**src/rtl/seq_detector_prog_if.sv**
```systemverilog
// seq_detector_prog_if -- bus bundle for the programmable serial pattern detector.
//
// Carries everything except clk/reset_n:
//   en           detector enable
//   cfg_load     one-cycle configuration strobe
//   cfg_pattern  pattern, bit [cfg_len-1] received first, bit 0 last
//   cfg_len      pattern length (legal 1..MAX_LEN)
//   cfg_overlap  1 = overlapping detection
//   in_valid     qualifies seq_in
//   seq_in       serial data bit
//   det_out      registered one-cycle detect pulse
//   armed        detector is in ACTIVE
//   cfg_err      one-cycle pulse after a cfg_load with an illegal length
//   match_count  saturating detection count (zero when the counter is not built)
//
// master: the side that drives the stream and configuration.
// slave:  the detector.
interface seq_detector_prog_if #(
  parameter int MAX_LEN = 8,
  parameter int CNT_W   = 16
);
  localparam int LEN_W = $clog2(MAX_LEN + 1);

  logic               en;
  logic               cfg_load;
  logic [MAX_LEN-1:0] cfg_pattern;
  logic [LEN_W-1:0]   cfg_len;
  logic               cfg_overlap;
  logic               in_valid;
  logic               seq_in;
  logic               det_out;
  logic               armed;
  logic               cfg_err;
  logic [CNT_W-1:0]   match_count;

  modport master (
    output en, cfg_load, cfg_pattern, cfg_len, cfg_overlap, in_valid, seq_in,
    input  det_out, armed, cfg_err, match_count
  );

  modport slave (
    input  en, cfg_load, cfg_pattern, cfg_len, cfg_overlap, in_valid, seq_in,
    output det_out, armed, cfg_err, match_count
  );
endinterface

```
**src/rtl/seq_detector_prog.sv**
```systemverilog
// seq_detector_prog -- programmable serial pattern detector (sync-word search).
//
// Ports:
//   clk      rising-edge clock
//   reset_n  asynchronous active-low reset (also clears the shadow config)
//   bus      seq_detector_prog_if.slave: enable, config load, serial input,
//            detect pulse, armed, cfg_err, match_count
//
// Optional build macro SEQDET_MATCH_COUNT_EN: when defined, a saturating
// CNT_W-bit match counter is built; otherwise match_count is tied to 0.
//
// state  | meaning
// -------+----------------------------------------------------------------
// IDLE   | not armed; in_valid ignored, det_out held 0; waits for cfg_load
// ACTIVE | armed; shifts qualified bits into history and detects matches
module seq_detector_prog #(
  parameter int MAX_LEN = 8,
  parameter int CNT_W   = 16
) (
  input logic            clk,
  input logic            reset_n,
  seq_detector_prog_if.slave bus
);
  localparam int LEN_W = $clog2(MAX_LEN + 1);

  typedef enum logic {IDLE = 1'b0, ACTIVE = 1'b1} state_t;

  state_t             state_q, state_d;
  logic [MAX_LEN-1:0] pat_q, pat_d;
  logic [LEN_W-1:0]   len_q, len_d;
  logic               ovl_q, ovl_d;
  // Only MAX_LEN-1 past bits are kept: together with the incoming bit they
  // form the full MAX_LEN-bit comparison window.
  logic [MAX_LEN-2:0] hist_q, hist_d;
  logic [LEN_W-1:0]   fill_q, fill_d;
  logic               det_q, det_d;
  logic               err_q, err_d;

  logic               cfg_legal;
  logic               sample;
  logic               match;
  logic [MAX_LEN-1:0] hist_nxt;
  logic [MAX_LEN-1:0] len_mask;
  logic [LEN_W-1:0]   fill_nxt;

  // Match is evaluated on the post-shift window so det_out lands one clock
  // after the final pattern bit is presented.
  always_comb begin
    cfg_legal = (bus.cfg_len != '0) && (bus.cfg_len <= LEN_W'(MAX_LEN));
    hist_nxt  = {hist_q, bus.seq_in};
    fill_nxt  = (fill_q >= LEN_W'(MAX_LEN)) ? fill_q : fill_q + 1'b1;
    len_mask  = '0;
    for (int i = 0; i < MAX_LEN; i++) begin
      len_mask[i] = (LEN_W'(i) < len_q);
    end
    // cfg_load takes priority over a coincident data bit, which is dropped.
    sample = (state_q == ACTIVE) && bus.en && bus.in_valid && !bus.cfg_load;
    match  = sample && (fill_nxt >= len_q) &&
             (((hist_nxt ^ pat_q) & len_mask) == '0);
  end

  always_comb begin
    state_d = state_q;
    pat_d   = pat_q;
    len_d   = len_q;
    ovl_d   = ovl_q;
    hist_d  = hist_q;
    fill_d  = fill_q;
    det_d   = 1'b0;
    err_d   = bus.cfg_load && !cfg_legal;

    case (state_q)
      IDLE: begin
        if (bus.cfg_load && bus.en && cfg_legal) begin
          state_d = ACTIVE;
          pat_d   = bus.cfg_pattern;
          len_d   = bus.cfg_len;
          ovl_d   = bus.cfg_overlap;
          hist_d  = '0;
          fill_d  = '0;
        end
      end
      ACTIVE: begin
        if (!bus.en) begin
          state_d = IDLE;
        end else if (bus.cfg_load) begin
          if (cfg_legal) begin
            pat_d  = bus.cfg_pattern;
            len_d  = bus.cfg_len;
            ovl_d  = bus.cfg_overlap;
            hist_d = '0;
            fill_d = '0;
          end
        end else if (bus.in_valid) begin
          hist_d = hist_nxt[MAX_LEN-2:0];
          // Non-overlapping mode demands len fresh bits after each hit.
          fill_d = (match && !ovl_q) ? '0 : fill_nxt;
          det_d  = match;
        end
      end
      default: state_d = IDLE;
    endcase
  end

  always_ff @(posedge clk or negedge reset_n) begin
    if (!reset_n) begin
      state_q <= IDLE;
      pat_q   <= '0;
      len_q   <= LEN_W'(1);
      ovl_q   <= 1'b0;
      hist_q  <= '0;
      fill_q  <= '0;
      det_q   <= 1'b0;
      err_q   <= 1'b0;
    end else begin
      state_q <= state_d;
      pat_q   <= pat_d;
      len_q   <= len_d;
      ovl_q   <= ovl_d;
      hist_q  <= hist_d;
      fill_q  <= fill_d;
      det_q   <= det_d;
      err_q   <= err_d;
    end
  end

  assign bus.det_out = det_q;
  assign bus.armed   = (state_q == ACTIVE);
  assign bus.cfg_err = err_q;

`ifdef SEQDET_MATCH_COUNT_EN
  logic [CNT_W-1:0] cnt_q;

  // Advances on the same edge that raises det_out, so the count and the
  // pulse become visible together.
  always_ff @(posedge clk or negedge reset_n) begin
    if (!reset_n) begin
      cnt_q <= '0;
    end else if (match && (cnt_q != '1)) begin
      cnt_q <= cnt_q + 1'b1;
    end
  end

  assign bus.match_count = cnt_q;
`else
  assign bus.match_count = '0;
`endif

endmodule

```
**src/flat_wrapper.sv**
```systemverilog
// flat-port wrapper written by rule: the top's interface ports become plain ports
module seq_detector_prog_flat 
#(
  parameter int MAX_LEN = 8,
  parameter int CNT_W   = 16
)
  (clk, reset_n, bus_en, bus_cfg_load, bus_cfg_pattern, bus_cfg_len, bus_cfg_overlap, bus_in_valid, bus_seq_in, bus_det_out, bus_armed, bus_cfg_err, bus_match_count);
  seq_detector_prog_if #(.MAX_LEN(MAX_LEN), .CNT_W(CNT_W)) bus_i ();
  input logic clk;
  input logic reset_n;
  input wire logic [$bits(bus_i.en)-1:0] bus_en;
  input wire logic [$bits(bus_i.cfg_load)-1:0] bus_cfg_load;
  input wire logic [$bits(bus_i.cfg_pattern)-1:0] bus_cfg_pattern;
  input wire logic [$bits(bus_i.cfg_len)-1:0] bus_cfg_len;
  input wire logic [$bits(bus_i.cfg_overlap)-1:0] bus_cfg_overlap;
  input wire logic [$bits(bus_i.in_valid)-1:0] bus_in_valid;
  input wire logic [$bits(bus_i.seq_in)-1:0] bus_seq_in;
  output wire logic [$bits(bus_i.det_out)-1:0] bus_det_out;
  output wire logic [$bits(bus_i.armed)-1:0] bus_armed;
  output wire logic [$bits(bus_i.cfg_err)-1:0] bus_cfg_err;
  output wire logic [$bits(bus_i.match_count)-1:0] bus_match_count;
  assign bus_i.en = bus_en;
  assign bus_i.cfg_load = bus_cfg_load;
  assign bus_i.cfg_pattern = bus_cfg_pattern;
  assign bus_i.cfg_len = bus_cfg_len;
  assign bus_i.cfg_overlap = bus_cfg_overlap;
  assign bus_i.in_valid = bus_in_valid;
  assign bus_i.seq_in = bus_seq_in;
  assign bus_det_out = bus_i.det_out;
  assign bus_armed = bus_i.armed;
  assign bus_cfg_err = bus_i.cfg_err;
  assign bus_match_count = bus_i.match_count;
  seq_detector_prog #(.MAX_LEN(MAX_LEN), .CNT_W(CNT_W)) u_core (.clk(clk), .reset_n(reset_n), .bus(bus_i));
endmodule
```
**config.mk**
```make
export PLATFORM = sky130hd
export DESIGN_NAME = seq_detector_prog_flat
export DESIGN_NICKNAME = d
export VERILOG_FILES = /design/src/rtl/seq_detector_prog_if.sv /design/src/rtl/seq_detector_prog.sv /design/src/flat_wrapper.sv
export SDC_FILE = /design/constraint.sdc
export NUM_CORES = 1
export LEC_CHECK = 0
export ABC_AREA = 0
export CAP_MARGIN = 20
export CORE_MARGIN = 4
export CORE_UTILIZATION = 49
export CTS_CLUSTER_DIAMETER = 60
export DETAILED_ROUTE_END_ITERATION = 7
export PLACE_DENSITY = 0.79
export SYNTH_ARGS = -nofsm -noshare
export SYNTH_HDL_FRONTEND = slang
export SYNTH_SLANG_ARGS = --single-unit
```
**constraint.sdc**
```tcl
create_clock -name clk -period 2.8 [get_ports clk]
set_input_delay 0.84 -clock clk [delete_from_list [all_inputs] [get_ports clk]]
set_output_delay 0.84 -clock clk [all_outputs]
set_load 0.005 [all_outputs]
```
# Word-level counts from Yosys, hierarchy flattened
# Index checks and enable logic that the tools add are counted.
[classes]
n_addsub = 1
magnitude_cmp = 11
n_eq_ne = 6
muxes = 36
n_bitwise = 3
reduce_logical = 17
[op_table]
columns = ["op", "count"]
rows = [
  ["$mux W4", 11],
  ["$mux W7", 5],
  ["$mux W8", 4],
  ["$lt A3 B4 Y1 const A", 4],
  ["$pmux W4 S2", 2],
  ["$pmux W8 S2", 1],
  ["$pmux W7 S2", 1],
  ["$logic_and A1 B1 Y1", 10],
  ["$mux W1", 10],
  ["$and A8 B8 Y8", 1],
  ["$logic_not A8 Y1", 1],
  ["$lt A1 B4 Y1 const A", 2],
  ["$lt A2 B4 Y1 const A", 2],
  ["$reduce_and A4 Y1", 2],
  ["$xor A8 B8 Y8", 1],
  ["$ne A2 B2 Y1 const B", 3],
  ["$ne A3 B3 Y1 const B", 2],
  ["$add A4 B1 Y4 const B", 1],
  ["$ge A4 B4 Y1", 1],
  ["$ge A4 B4 Y1 const B", 1],
  ["$le A4 B4 Y1 const B", 1],
  ["$pmux W1 S2", 2],
  ["$reduce_bool A4 Y1", 1],
  ["$logic_not A1 Y1", 3],
  ["other kinds (2)", 2],
]
[totals]
regBits = 27
input_bits = 19
output_inout_bits = 19
elab_cells = 82

# Longest topological paths before layout
# Gate-level depths: netlist of run 1.
[logic_depth]
depth_word = 11
ltp_mapped = 9
ltp_nobuf = 9

# Worst setup path after synthesis of run 1
# OpenSTA, ideal clock, no wires.
[synth_timing]
path_type = "input-to-reg"
from = "input bus_cfg_len[1]"
to = "register u_core.fill_q[0]"
setup_ns = 0.145
arrival_time_ns = 2.050
t_required_ns = 2.655
path_slack_ns = 0.605
stages = 6
path_buffers = 1
cell_sequence = "nor3_1 -> xnor2_1 -> and2_1 -> o21a_1 -> clkbuf_1 -> o221ai_1"
[synth_between]
elab_chain_cells = 5
elab_cells_between_ends = 7
classes_between = "1 x order compare; 2 x eq/ne; 4 x reduce/logical"
[synth_lines]
columns = ["item", "line_no", "text"]
rows = [
  ["from (decl)", "flat_wrapper.sv:14", "input wire logic [$bits(bus_i.cfg_len)-1:0] bus_cfg_len;"],
  ["$le A4 B4 Y1 / $reduce_bool A4 Y1 (equally long branches)", "seq_detector_prog.sv:49", "cfg_legal = (bus.cfg_len != '0) && (bus.cfg_len <= LEN_W'(MAX_LEN));"],
  ["$logic_and A1 B1 Y1 *", "seq_detector_prog.sv:49", ""],
  ["$logic_and A1 B1 Y1", "seq_detector_prog.sv:74", "if (bus.cfg_load && bus.en && cfg_legal) begin"],
  ["$ne A2 B1 Y1 (no line)", "-", ""],
  ["$reduce_and A4 Y1 (no line) *", "-", ""],
  ["to (signal assigned)", "seq_detector_prog.sv:121", "fill_q <= fill_d;"],
  ["to (decl)", "seq_detector_prog.sv:35", "logic [LEN_W-1:0] fill_q, fill_d;"],
]
# Mark *: on every way between the ends. The rest lies on a longest branch, timed or not.
# A chain may end at the register's enable or synchronous reset.

# Worst setup path in the final report of run 1
[layout_timing]
from = "register u_core.fill_q[0]"
to = "register u_core.fill_q[0]"
[layout_between]
elab_chain_cells = 11
elab_cells_between_ends = 12
classes_between = "1 x add/sub; 2 x order compare; 6 x mux; 3 x reduce/logical"
[layout_lines]
columns = ["item", "line_no", "text"]
rows = [
  ["$add A4 B1 Y4 / $ge A4 B4 Y1 (equally long branches)", "seq_detector_prog.sv:51", "fill_nxt = (fill_q >= LEN_W'(MAX_LEN)) ? fill_q : fill_q + 1'b1;"],
  ["$mux W4 *", "seq_detector_prog.sv:51", ""],
  ["$ge A4 B4 Y1", "seq_detector_prog.sv:58", "match = sample && (fill_nxt >= len_q) &&"],
  ["$logic_and A1 B1 Y1 (2 in series)", "seq_detector_prog.sv:58", ""],
  ["$logic_and A1 B1 Y1", "seq_detector_prog.sv:97", "fill_d = (match && !ovl_q) ? '0 : fill_nxt;"],
  ["$mux W4 *", "seq_detector_prog.sv:97", ""],
  ["$mux W4 *", "seq_detector_prog.sv:94", "end else if (bus.in_valid) begin"],
  ["$mux W4 *", "seq_detector_prog.sv:86", "end else if (bus.cfg_load) begin"],
  ["$mux W4 *", "seq_detector_prog.sv:84", "if (!bus.en) begin"],
  ["$pmux W4 S2 *", "seq_detector_prog.sv:72", "case (state_q)"],
]
# Mark *: on every way between the ends. The rest lies on a longest branch, timed or not. The select of a mux whose other input is x is not followed.

==> out/results.txt, run 1 <==
CP dominant cell by count = ha_1
GP Congestion = 0.780
DPL Wire Length = 2150 µm
Wire length of the first global-routing pass = 4720 µm
H-tree depth = 1
Fmax = 0.409 GHz
Nets@finish = 197
Reg2reg end = u_core.fill_q[0]$_DFFE_PN0P_
Post-synth cell types = 37
Ant. Diodes = 0
Worst Path Buf+Inv = 0
Startpoint Class = flop
Share of layout cells above drive strength 1 = 15.8%
CORE AREA = 3030 µm²
Vias per inst = 4.84
Vias in the first global route = 1049
Aggregate global-route resource usage = 14.3%
Min Tclk post-route = 2.45 ns
Final instance area = 1800 µm²
Max-slew violations = 0
Worst Path Arrival = 2.65 ns
CP max stage cell = dfrtp_1
CP peak stage delay = 0.46 ns
CTS sink count = 27
Worst setup path end = u_core.fill_q[0]$_DFFE_PN0P_
Post-synth EDFFs = 0
Synthesized area = 1540 µm²
R2r setup slk = 0.35 ns
CTS Buf Count = 3
Hold Path Class = flop to flop
Aggregate global routing overflow = 0
CTS tree = yes
Setup violators final = 0
Input/output buffers = 21
DRT Pass-1 Iters = 5
Placed Cells = 211
Antenna viol nets, final = 0
Chain of cells forming the critical path = ha_1, nor2b_1, xnor2_1, ha_1, o21ai_0, a222oi_1, nand4b_1, o2111ai_1, o221ai_1
Die Ht = 64.1 µm
Peak supply drop = 0.460 mV
Worst Skew = 0.00688 ns
Power per cell area = 496 nW/µm²
Final core utilization = 59.5%
Root Buffer = clkbuf_4
Clk_lat worst skew = 0.33 ns
Hold Fails Final Rpt = 0
Post-synthesis sequential area ratio = 43.8%
FF-to-FF Start = u_core.fill_q[0]$_DFFE_PN0P_
DRC Markers = 0
#FFs+latches synth = 27
Final non-filler cell total = 215
Post-CTS Hold Fix Bufs = 0
Clock transition at path regs = 0.14 ns
Reg2Reg Depth = 9
Area Growth Syn to Fin = 16.6%
RSZ-0062 raised after global routing = false
Status = complete, no violations
CP max FO = 5
Max-cap viol count = 0
Req. time, crit path = 3.00 ns
Initial antenna violation count = 0
Synthesis warning total = 0
Die width = 64.1 µm
DP Area = 1770 µm²
I/O pins = 38
Setup crit start = u_core.fill_q[0]$_DFFE_PN0P_
Drt wl/cell = 12.5 µm
Gate Count Post-Synth = 145
Fillers = 257
Post_cts resized = 0
Tcrit/Tclk final = 87.4%
Die area = 4110 µm²
Vias = 1040
WP depth = 9
Setup_tns = 0 ns
Starting Density = 51.0%
Top_reg_cell synth = dfrtp_1
Top Family by Delay on Critical Path = compound AO/OA/AOI/OAI gates
Setup Buffers After CTS = 0
Synthesized area per cell = 10.6 µm²
Iteration-0 DRC Markers = 79
CTS max path bufs = 2
Num rows = 20
Fraction of registers with async set/reset = 100%
P_leak = 0.805 nW
Pin count of the biggest net entering global routing = 28
Critical Setup Path Class = flop to flop
Final wirelength = 2700 µm
CP Capture Type = flop
kinds of logic (layout without fill, tap and decap cells):
logic type	count (synthesis)	after routing	share of synthesized area [%]
AO/OA/AOI/OAI	18	18	8.75
XOR/XNOR	11	11	6.24
adder cells (fa/ha/maj)	6	6	4.86
buffers and inverters	35	46	12.5
flip-flops	27	27	43.8
multiplexers	21	21	14.7
other	1	16	0.243
AND/OR/NAND/NOR	26	26	8.83
per-stage QoR:
| step | hold WS (ns) | setup slack (ns) | total power (W) |
|---|---|---|---|
| 2_1_floorplan | 0.470 | 0.605 | 0.000659 |
| 3_3_place_gp | 0.492 | 0.297 | 0.000718 |
| 3_5_place_dp | 0.499 | 0.217 | 0.000729 |
| 4_1_cts | 0.534 | 0.395 | 0.000900 |
| 5_1_grt | 0.557 | 0.147 | 0.000951 |
| 6_report | 0.533 | 0.352 | 0.000893 |
state kept, by name, summed over array words and instances (netlist names):
name,cells
u_core.bus.armed,1
u_core.fill_q,4
u_core.pat_q,8
u_core.ovl_q,1
u_core.len_q,4
u_core.bus.cfg_err,1
u_core.bus.det_out,1
u_core.hist_q,7
worst reg2reg max path: cells and delay by family, from the launching register on:
family          cells  cell delay, ns
simple gates        2            0.35
fa+ha+maj           2            0.45
flops               1            0.46
compound gates      4            0.84
xor+xnor            1            0.23
cell usage in the layout (no fill, tap or decap), drive strengths merged, types with 2 or more instances in the layout:
| master | count |
|---|---|
| dfrtp | 26 |
| clkdlybuf4s50 | 21 |
| inv | 16 |
| conb | 16 |
| mux2 | 14 |
| nand2 | 11 |
| xor2 | 7 |
| mux2i | 7 |
| ha | 6 |
| buf | 5 |
| xnor2 | 4 |
| nor2b | 3 |
| o22ai | 3 |
| clkbuf | 3 |
| o21ai | 3 |
| nor3 | 2 |
| and2 | 2 |
| o21a | 2 |
| nor2 | 2 |
metal layers:
metal | vias up | routed length [µm] | global-route usage [%]
li1 | 513 | - | -
met1 | 494 | 1150 | 17.5
met2 | 31 | 1380 | 25.0
met3 | 2 | 138 | 3.87
met4 | 0 | 26 | 2.90
met5 | - | 0 | 0
area by class of cell:
class | count | area [µm²] | area share [%]
clock buffer | 3 | 22.5 | 1.25
clock inverter | 1 | 7.51 | 0.417
inverter | 16 | 60.1 | 3.34
multi-input combinational | 98 | 731 | 40.6
sequential | 27 | 677 | 37.6
tap | 44 | 55.1 | 3.06
timing repair buffer | 26 | 248 | 13.8
power breakdown:
group | switching, W | internal [W]
combinational | 0.0000985 | 0.000131
sequential | 0.0000504 | 0.000442
clock | 0.000116 | 0.0000547
total | 0.000265 | 0.000628
cell usage after synthesis, types with 3 or more instances:
| cell | count | share of area, % |
|---|---|---|
| dfrtp_1 | 26 | 42 |
| buf_4 | 16 | 7.8 |
| inv_1 | 16 | 3.9 |
| mux2_2 | 14 | 10 |
| nand2_1 | 11 | 2.7 |
| mux2i_1 | 7 | 4.5 |
| xor2_1 | 7 | 4.0 |
| ha_1 | 6 | 4.9 |
| xnor2_1 | 4 | 2.3 |
| nor2b_1 | 3 | 1.2 |
| o22ai_1 | 3 | 1.2 |
worst min path at each step:
stage                               start                    endpoint  slack, ns  cells past startpoint
4_1_cts          u_core.ovl_q$_DFFE_PN0P_    u_core.ovl_q$_DFFE_PN0P_       0.53                      1
5_1_grt          u_core.ovl_q$_DFFE_PN0P_    u_core.ovl_q$_DFFE_PN0P_       0.56                      1
3_5_place_dp     u_core.ovl_q$_DFFE_PN0P_    u_core.ovl_q$_DFFE_PN0P_       0.50                      1
2_1_floorplan    u_core.ovl_q$_DFFE_PN0P_    u_core.ovl_q$_DFFE_PN0P_       0.47                      1
3_3_place_gp   u_core.bus.armed$_DFF_PN0_  u_core.bus.armed$_DFF_PN0_       0.49                      1
6_report         u_core.ovl_q$_DFFE_PN0P_    u_core.ovl_q$_DFFE_PN0P_       0.53                      1
Note: power is estimated with default switching activity, not from simulation.
==> inputs of run 2 (changes only) <==
==> constraint.sdc (replaced) <==
create_clock -name clk -period 2.5 [get_ports clk]
set_input_delay 0.5 -clock clk [delete_from_list [all_inputs] [get_ports clk]]
set_output_delay 0.5 -clock clk [all_outputs]
set_load 0.005 [all_outputs]
==> out/results.txt, run 2 (synthesis results as in run 1) <==
Reg2Reg Depth = 9 (unchanged)
Vias in the first global route = 1089 (was 1049)
GP Congestion = 0.882 (was 0.780)
Placed Cells = 211 (unchanged)
Worst Path Arrival = 2.68 ns (was 2.65 ns)
Reg2reg end = u_core.fill_q[0]$_DFFE_PN0P_ (unchanged)
Wire length of the first global-routing pass = 4730 µm (was 4720 µm)
Max FFs per register = 8 (unchanged)
H-tree depth = 1 (unchanged)
Top reg by flops = u_core.pat_q (unchanged)
Clk_lat worst skew = 0.32 ns (was 0.33 ns)
CTS Buf Count = 3 (unchanged)
DP Area = 1770 µm² (unchanged)
Antenna viol nets, final = 0 (unchanged)
Max-cap viol count = 0 (unchanged)
Overall power = 0.00103 W (was 0.000893 W)
Die Ht = 64.1 µm (unchanged)
Fillers = 264 (was 257)
Aggregate global-route resource usage = 14.6% (was 14.3%)
Final core utilization = 61.6% (was 59.5%)
RSZ-0062 raised after global routing = true (was false)
Final instance area = 1860 µm² (was 1800 µm²)
Most common cell after layout, fill and taps aside = dfrtp_1 (unchanged)
Req. time, crit path = 2.71 ns (was 3.00 ns)
Clock transition at path regs = 0.14 ns (about the same)
Die width = 64.1 µm (unchanged)
Setup crit start = u_core.fill_q[0]$_DFFE_PN0P_ (unchanged)
Share of layout cells above drive strength 1 = 21.8% (was 15.8%)
Final non-filler cell total = 218 (was 215)
Ant. Diodes = 0 (unchanged)
Footprint of the multi-input gates = 774 µm² (was 731 µm²)
Max-slew violations = 0 (unchanged)
CTS sink count = 27 (unchanged)
Iteration-0 DRC Markers = 46 (was 79)
DRC Markers = 0 (unchanged)
Status = complete, no violations (unchanged)
Root Buffer = clkbuf_4 (unchanged)
Post-CTS Hold Fix Bufs = 0 (unchanged)
CORE AREA = 3030 µm² (unchanged)
FF-to-FF Start = u_core.fill_q[0]$_DFFE_PN0P_ (unchanged)
Final wirelength = 2980 µm (was 2700 µm)
Fmax = 0.404 GHz (was 0.409 GHz)
Tightest Pin Transition = 0.525 ns
Num rows = 20 (unchanged)
P_leak = 0.828 nW (was 0.805 nW)
CP Capture Type = flop (unchanged)
DPL Wire Length = 2320 µm (was 2150 µm)
Die area = 4110 µm² (unchanged)
Vias = 1105 (was 1040)
Hold Path Class = primary input to asynchronous set/reset pin (was flop to flop)
Regs by FF count = u_core.pat_q (8), u_core.hist_q (7) (unchanged)
FF+latch area = 678 µm² (was 677 µm²)
CTS tree = yes (unchanged)
Vias per inst = 5.07 (was 4.84)
Setup violators final = 0 (unchanged)
Input/output buffers = 21 (unchanged)
Tcrit/Tclk final = 98.9% (was 87.4%)
Drt wl/cell = 13.7 µm (was 12.5 µm)
Power per cell area = 552 nW/µm² (was 496 nW/µm²)
Critical Setup Path Class = flop to flop (unchanged)
Peak supply drop = 0.358 mV (was 0.460 mV)
R2r setup slk = 0.03 ns (was 0.35 ns)
Starting Density = 51.0% (unchanged)
Min Tclk post-route = 2.47 ns (was 2.45 ns)
CP max FO = 3 (was 5)
Initial antenna violation count = 0 (unchanged)
Worst Skew = 0.00189 ns (was 0.00688 ns)
Slew headroom = 65.0%
Nets@finish = 200 (was 197)
DRT Pass-1 Iters = 4 (was 5)
Hold Fails Final Rpt = 0 (unchanged)
Area Growth Syn to Fin = 20.7% (was 16.6%)
Most frequent cells in the layout = dfrtp_1 (25), clkdlybuf4s50_1 (21), conb_1 (16) (was dfrtp_1 (26), clkdlybuf4s50_1 (21), inv_1 (16), conb_1 (16), mux2_2 (14))
I/O pins = 38 (unchanged)
CTS max path bufs = 2 (unchanged)
Startpoint Class = flop (unchanged)
Pin count of the biggest net entering global routing = 28 (unchanged)
Aggregate global routing overflow = 0 (unchanged)
==> run 2: changes by cell type in the layout (fill, tap and decap cells not counted), sizes merged <==
cell      previous run  this run
clkinvlp             1         0
clkbuf               3         4
buf                  5         8
==> run 2: how the worst max path moves through the flow <==
stage,endpoint
global route,u_core.fill_q[0]$_DFFE_PN0P_
detailed placement,u_core.fill_q[0]$_DFFE_PN0P_
global placement,u_core.fill_q[0]$_DFFE_PN0P_
floorplan,u_core.fill_q[0]$_DFFE_PN0P_
finish,u_core.fill_q[0]$_DFFE_PN0P_
CTS,u_core.fill_q[0]$_DFFE_PN0P_
==> run 2: per-layer routing <==
metal | share of wire, % | vias up | wire [µm] | track usage [%]
met5 | 0 | - | 0 | 0
met4 | 3.2 | 0 | 94 | 7.92
met3 | 4.3 | 11 | 127 | 2.64
met2 | 54 | 35 | 1600 | 24.9
met1 | 39 | 537 | 1150 | 17.3
li1 | - | 522 | - | -
==> run 2: through the flow <==
step                      hold slack [ns]  setup WS, ns  TNS, ns
final                               0.520        0.0273        0
after global routing                0.525       -0.0425  -0.0425
after CTS                           0.524        0.0366        0
after detailed placement            0.492        0.0700        0
after global placement              0.492         0.298        0
after floorplan                     0.204         0.373        0
==> run 2: worst max-delay path: stages, from the launching register on <==
cell and delay (ns):
dfrtp_2 0.46, buf_4 0.15, a31oi_1 0.23, inv_1 0.08, ha_1 0.29, o21ai_2 0.05
a222oi_1 0.41, nand4b_1 0.27, o2111ai_2 0.27, o221ai_1 0.14
==> run 2: layout make-up <==
class	instances	area share, %
Sequential cell	27	36.4
Tap cell	44	2.95
Timing Repair Buffer	29	14.5
Multi-Input combinational cell	98	41.5
Inverter	16	3.22
Clock buffer	4	1.41
==> run 2: power breakdown <==
| part | switching [W] | internal [W] |
|---|---|---|
| Sequential | 0.0000578 | 0.000496 |
| Clock | 0.000125 | 0.0000626 |
| Combinational | 0.000127 | 0.000161 |
==> run 2: repair_timing <==
item,CTS,global route
setup buffers,0,3
gates resized for setup,0,12
setup endpoints to repair,0,4
==> inputs of run 3 (changes only) <==
--- a/config.mk
+++ b/config.mk
@@ -6,12 +6,14 @@
 export NUM_CORES = 1
 export LEC_CHECK = 0
 export ABC_AREA = 0
-export CAP_MARGIN = 20
+export CAP_MARGIN = 5
 export CORE_MARGIN = 4
 export CORE_UTILIZATION = 49
 export CTS_CLUSTER_DIAMETER = 60
 export DETAILED_ROUTE_END_ITERATION = 7
+export MAX_ROUTING_LAYER = met4
 export PLACE_DENSITY = 0.79
+export SETUP_SLACK_MARGIN = 0.5
 export SYNTH_ARGS = -nofsm -noshare
 export SYNTH_HDL_FRONTEND = slang
 export SYNTH_SLANG_ARGS = --single-unit
==> out/results.txt, run 3 (synthesis results as in run 1) <==
Status = complete, no violations (unchanged)
CP Capture Type = flop (unchanged)
FF-to-FF Start = u_core.fill_q[0]$_DFFE_PN0P_ (unchanged)
Aggregate global routing overflow = 0 (unchanged)
Vias per inst = 4.89 (was 5.07)
Peak supply drop = 0.367 mV (was 0.358 mV)
WP depth = 9 (unchanged)
Initial antenna violation count = 0 (unchanged)
Power per cell area = 549 nW/µm² (was 552 nW/µm²)
Setup crit start = u_core.fill_q[0]$_DFFE_PN0P_ (unchanged)
Drt wl/cell = 13.3 µm (was 13.7 µm)
CP peak stage delay = 0.44 ns (was 0.46 ns)
Setup violators final = 0 (unchanged)
Slew headroom = 63.9% (was 65.0%)
CORE AREA = 3030 µm² (unchanged)
Setup_tns = 0 ns (unchanged)
Hold Path Class = primary input to asynchronous set/reset pin (unchanged)
Top reg by flops = u_core.pat_q (unchanged)
Startpoint Class = flop (unchanged)
CTS Buf Count = 3 (unchanged)
Tightest Pin Transition = 0.539 ns (was 0.525 ns)
Max FFs per register = 8 (unchanged)
Nets@finish = 198 (was 200)
Top Family by Delay on Critical Path = compound AO/OA/AOI/OAI gates (unchanged)
DRT Pass-1 Iters = 4 (unchanged)
Final wirelength = 2870 µm (was 2980 µm)
Most common cell after layout, fill and taps aside = dfrtp_1 (unchanged)
Most frequent cells in the layout = dfrtp_1 (26), clkdlybuf4s50_1 (21), conb_1 (16) (was dfrtp_1 (25), clkdlybuf4s50_1 (21), conb_1 (16))
Worst setup path end = u_core.fill_q[0]$_DFFE_PN0P_ (unchanged)
Worst Skew = 0.000803 ns (was 0.00189 ns)
I/O pins = 38 (unchanged)
Input/output buffers = 21 (unchanged)
Tcrit/Tclk final = 91.5% (was 98.9%)
Reg2Reg Depth = 9 (unchanged)
CTS sink count = 27 (unchanged)
Share of layout cells above drive strength 1 = 19.2% (was 21.8%)
Pin count of the biggest net entering global routing = 18 (was 28)
Ant. Diodes = 0 (unchanged)
CP max stage cell = dfrtp_1 (was dfrtp_2)
P_leak = 0.821 nW (was 0.828 nW)
Post-CTS Hold Fix Bufs = 0 (unchanged)
Hold Fails Final Rpt = 0 (unchanged)
Antenna viol nets, final = 0 (unchanged)
Clock transition at path regs = 0.15 ns (was 0.14 ns)
Wire length of the first global-routing pass = 4850 µm (was 4730 µm)
Vias = 1056 (was 1105)
Vias in the first global route = 1110 (was 1089)
Worst Path Arrival = 2.49 ns (was 2.68 ns)
Aggregate global-route resource usage = 15.2% (was 14.6%)
DRC Markers = 0 (unchanged)
Iteration-0 DRC Markers = 33 (was 46)
Min Tclk post-route = 2.29 ns (was 2.47 ns)
Num rows = 20 (unchanged)
Regs by FF count = u_core.pat_q (8), u_core.hist_q (7) (unchanged)
Final core utilization = 60.3% (was 61.6%)
Clk_lat worst skew = 0.32 ns (about the same)
Area Growth Syn to Fin = 18.3% (was 20.7%)
Critical Setup Path Class = flop to flop (unchanged)
GP Congestion = 0.867 (was 0.882)
Overall power = 0.00100 W (was 0.00103 W)
RSZ-0062 raised after global routing = true (unchanged)
Die Ht = 64.1 µm (unchanged)
Worst Path Buf+Inv = 0 (was 2)
R2r setup slk = 0.21 ns (was 0.03 ns)
CTS tree = yes (unchanged)
Reg2reg end = u_core.fill_q[0]$_DFFE_PN0P_ (unchanged)
DPL Wire Length = 2310 µm (was 2320 µm)
Die area = 4110 µm² (unchanged)
Starting Density = 51.0% (unchanged)
Fmax = 0.437 GHz (was 0.404 GHz)
Req. time, crit path = 2.71 ns (about the same)
CP max FO = 4 (was 3)
Max-slew violations = 0 (unchanged)
Die width = 64.1 µm (unchanged)
H-tree depth = 1 (unchanged)
Root Buffer = clkbuf_4 (unchanged)
Chain of cells forming the critical path = ha_2, nor2b_4, xnor2_2, ha_1, o21ai_1, a222oi_1, nand4b_1, o2111ai_1, o221ai_1 (was buf_4, a31oi_1, inv_1, ha_1, o21ai_2, a222oi_1, nand4b_1, o2111ai_2, o221ai_1)
Hold Slack = 0.511 ns (was 0.520 ns)
CTS max path bufs = 2 (unchanged)
Max-cap viol count = 0 (unchanged)
[run 3: repair_timing]
action                                 CTS  global route
gates resized for setup                  0             2
pin swaps                                2             2
endpoints found under the hold margin    0             0
buffers inserted                         1             0
setup endpoints to repair                5             5
[run 3: how the worst min path moves through the flow]
stage	startpoint	to	slack (ns)	cells after the start
after global placement	u_core.bus.armed$_DFF_PN0_	u_core.bus.armed$_DFF_PN0_	0.49	1
after floorplan	reset_n	u_core.bus.armed$_DFF_PN0_	0.20	0
after CTS	reset_n	u_core.fill_q[1]$_DFFE_PN0P_	0.53	1
final	reset_n	u_core.bus.det_out$_DFF_PN0_	0.51	1
after global routing	reset_n	u_core.fill_q[1]$_DFFE_PN0P_	0.54	1
after detailed placement	u_core.ovl_q$_DFFE_PN0P_	u_core.ovl_q$_DFFE_PN0P_	0.51	1
[run 3: final cells by class]
| class | instances | area [µm²] |
|---|---|---|
| clock buffer | 3 | 22.5 |
| tap | 44 | 55.1 |
| clock inverter | 1 | 5.00 |
| multi-input combinational | 98 | 752 |
| sequential | 27 | 677 |
| timing repair buffer | 27 | 255 |
| inverter | 16 | 60.1 |
| fill | 270 | 1200 |
[run 3: report_power, final]
group          leakage [nW]  internal (W)  switching, W
Combinational         0.458      0.000151      0.000110
Sequential            0.345      0.000495     0.0000575
Clock                0.0177     0.0000599      0.000129
[run 3: layer usage]
| layer | GRT usage (%) | part of all wire [%] | vias up |
|---|---|---|---|
| met5 | - | 0 | - |
| met4 | 4.22 | 1.1 | 0 |
| met3 | 2.46 | 4.0 | 4 |
| met2 | 27.2 | 53 | 27 |
| met1 | 17.6 | 42 | 512 |
| li1 | - | - | 513 |
[run 3: metrics by stage]
step	instance area [µm²]	instances	setup slack (ns)
3_5_place_dp	1780	211	0.263
4_1_cts	1820	216	0.276
2_1_floorplan	1610	160	0.397
3_3_place_gp	1780	211	0.317
6_report	1830	216	0.212
5_1_grt	1830	216	0.0852
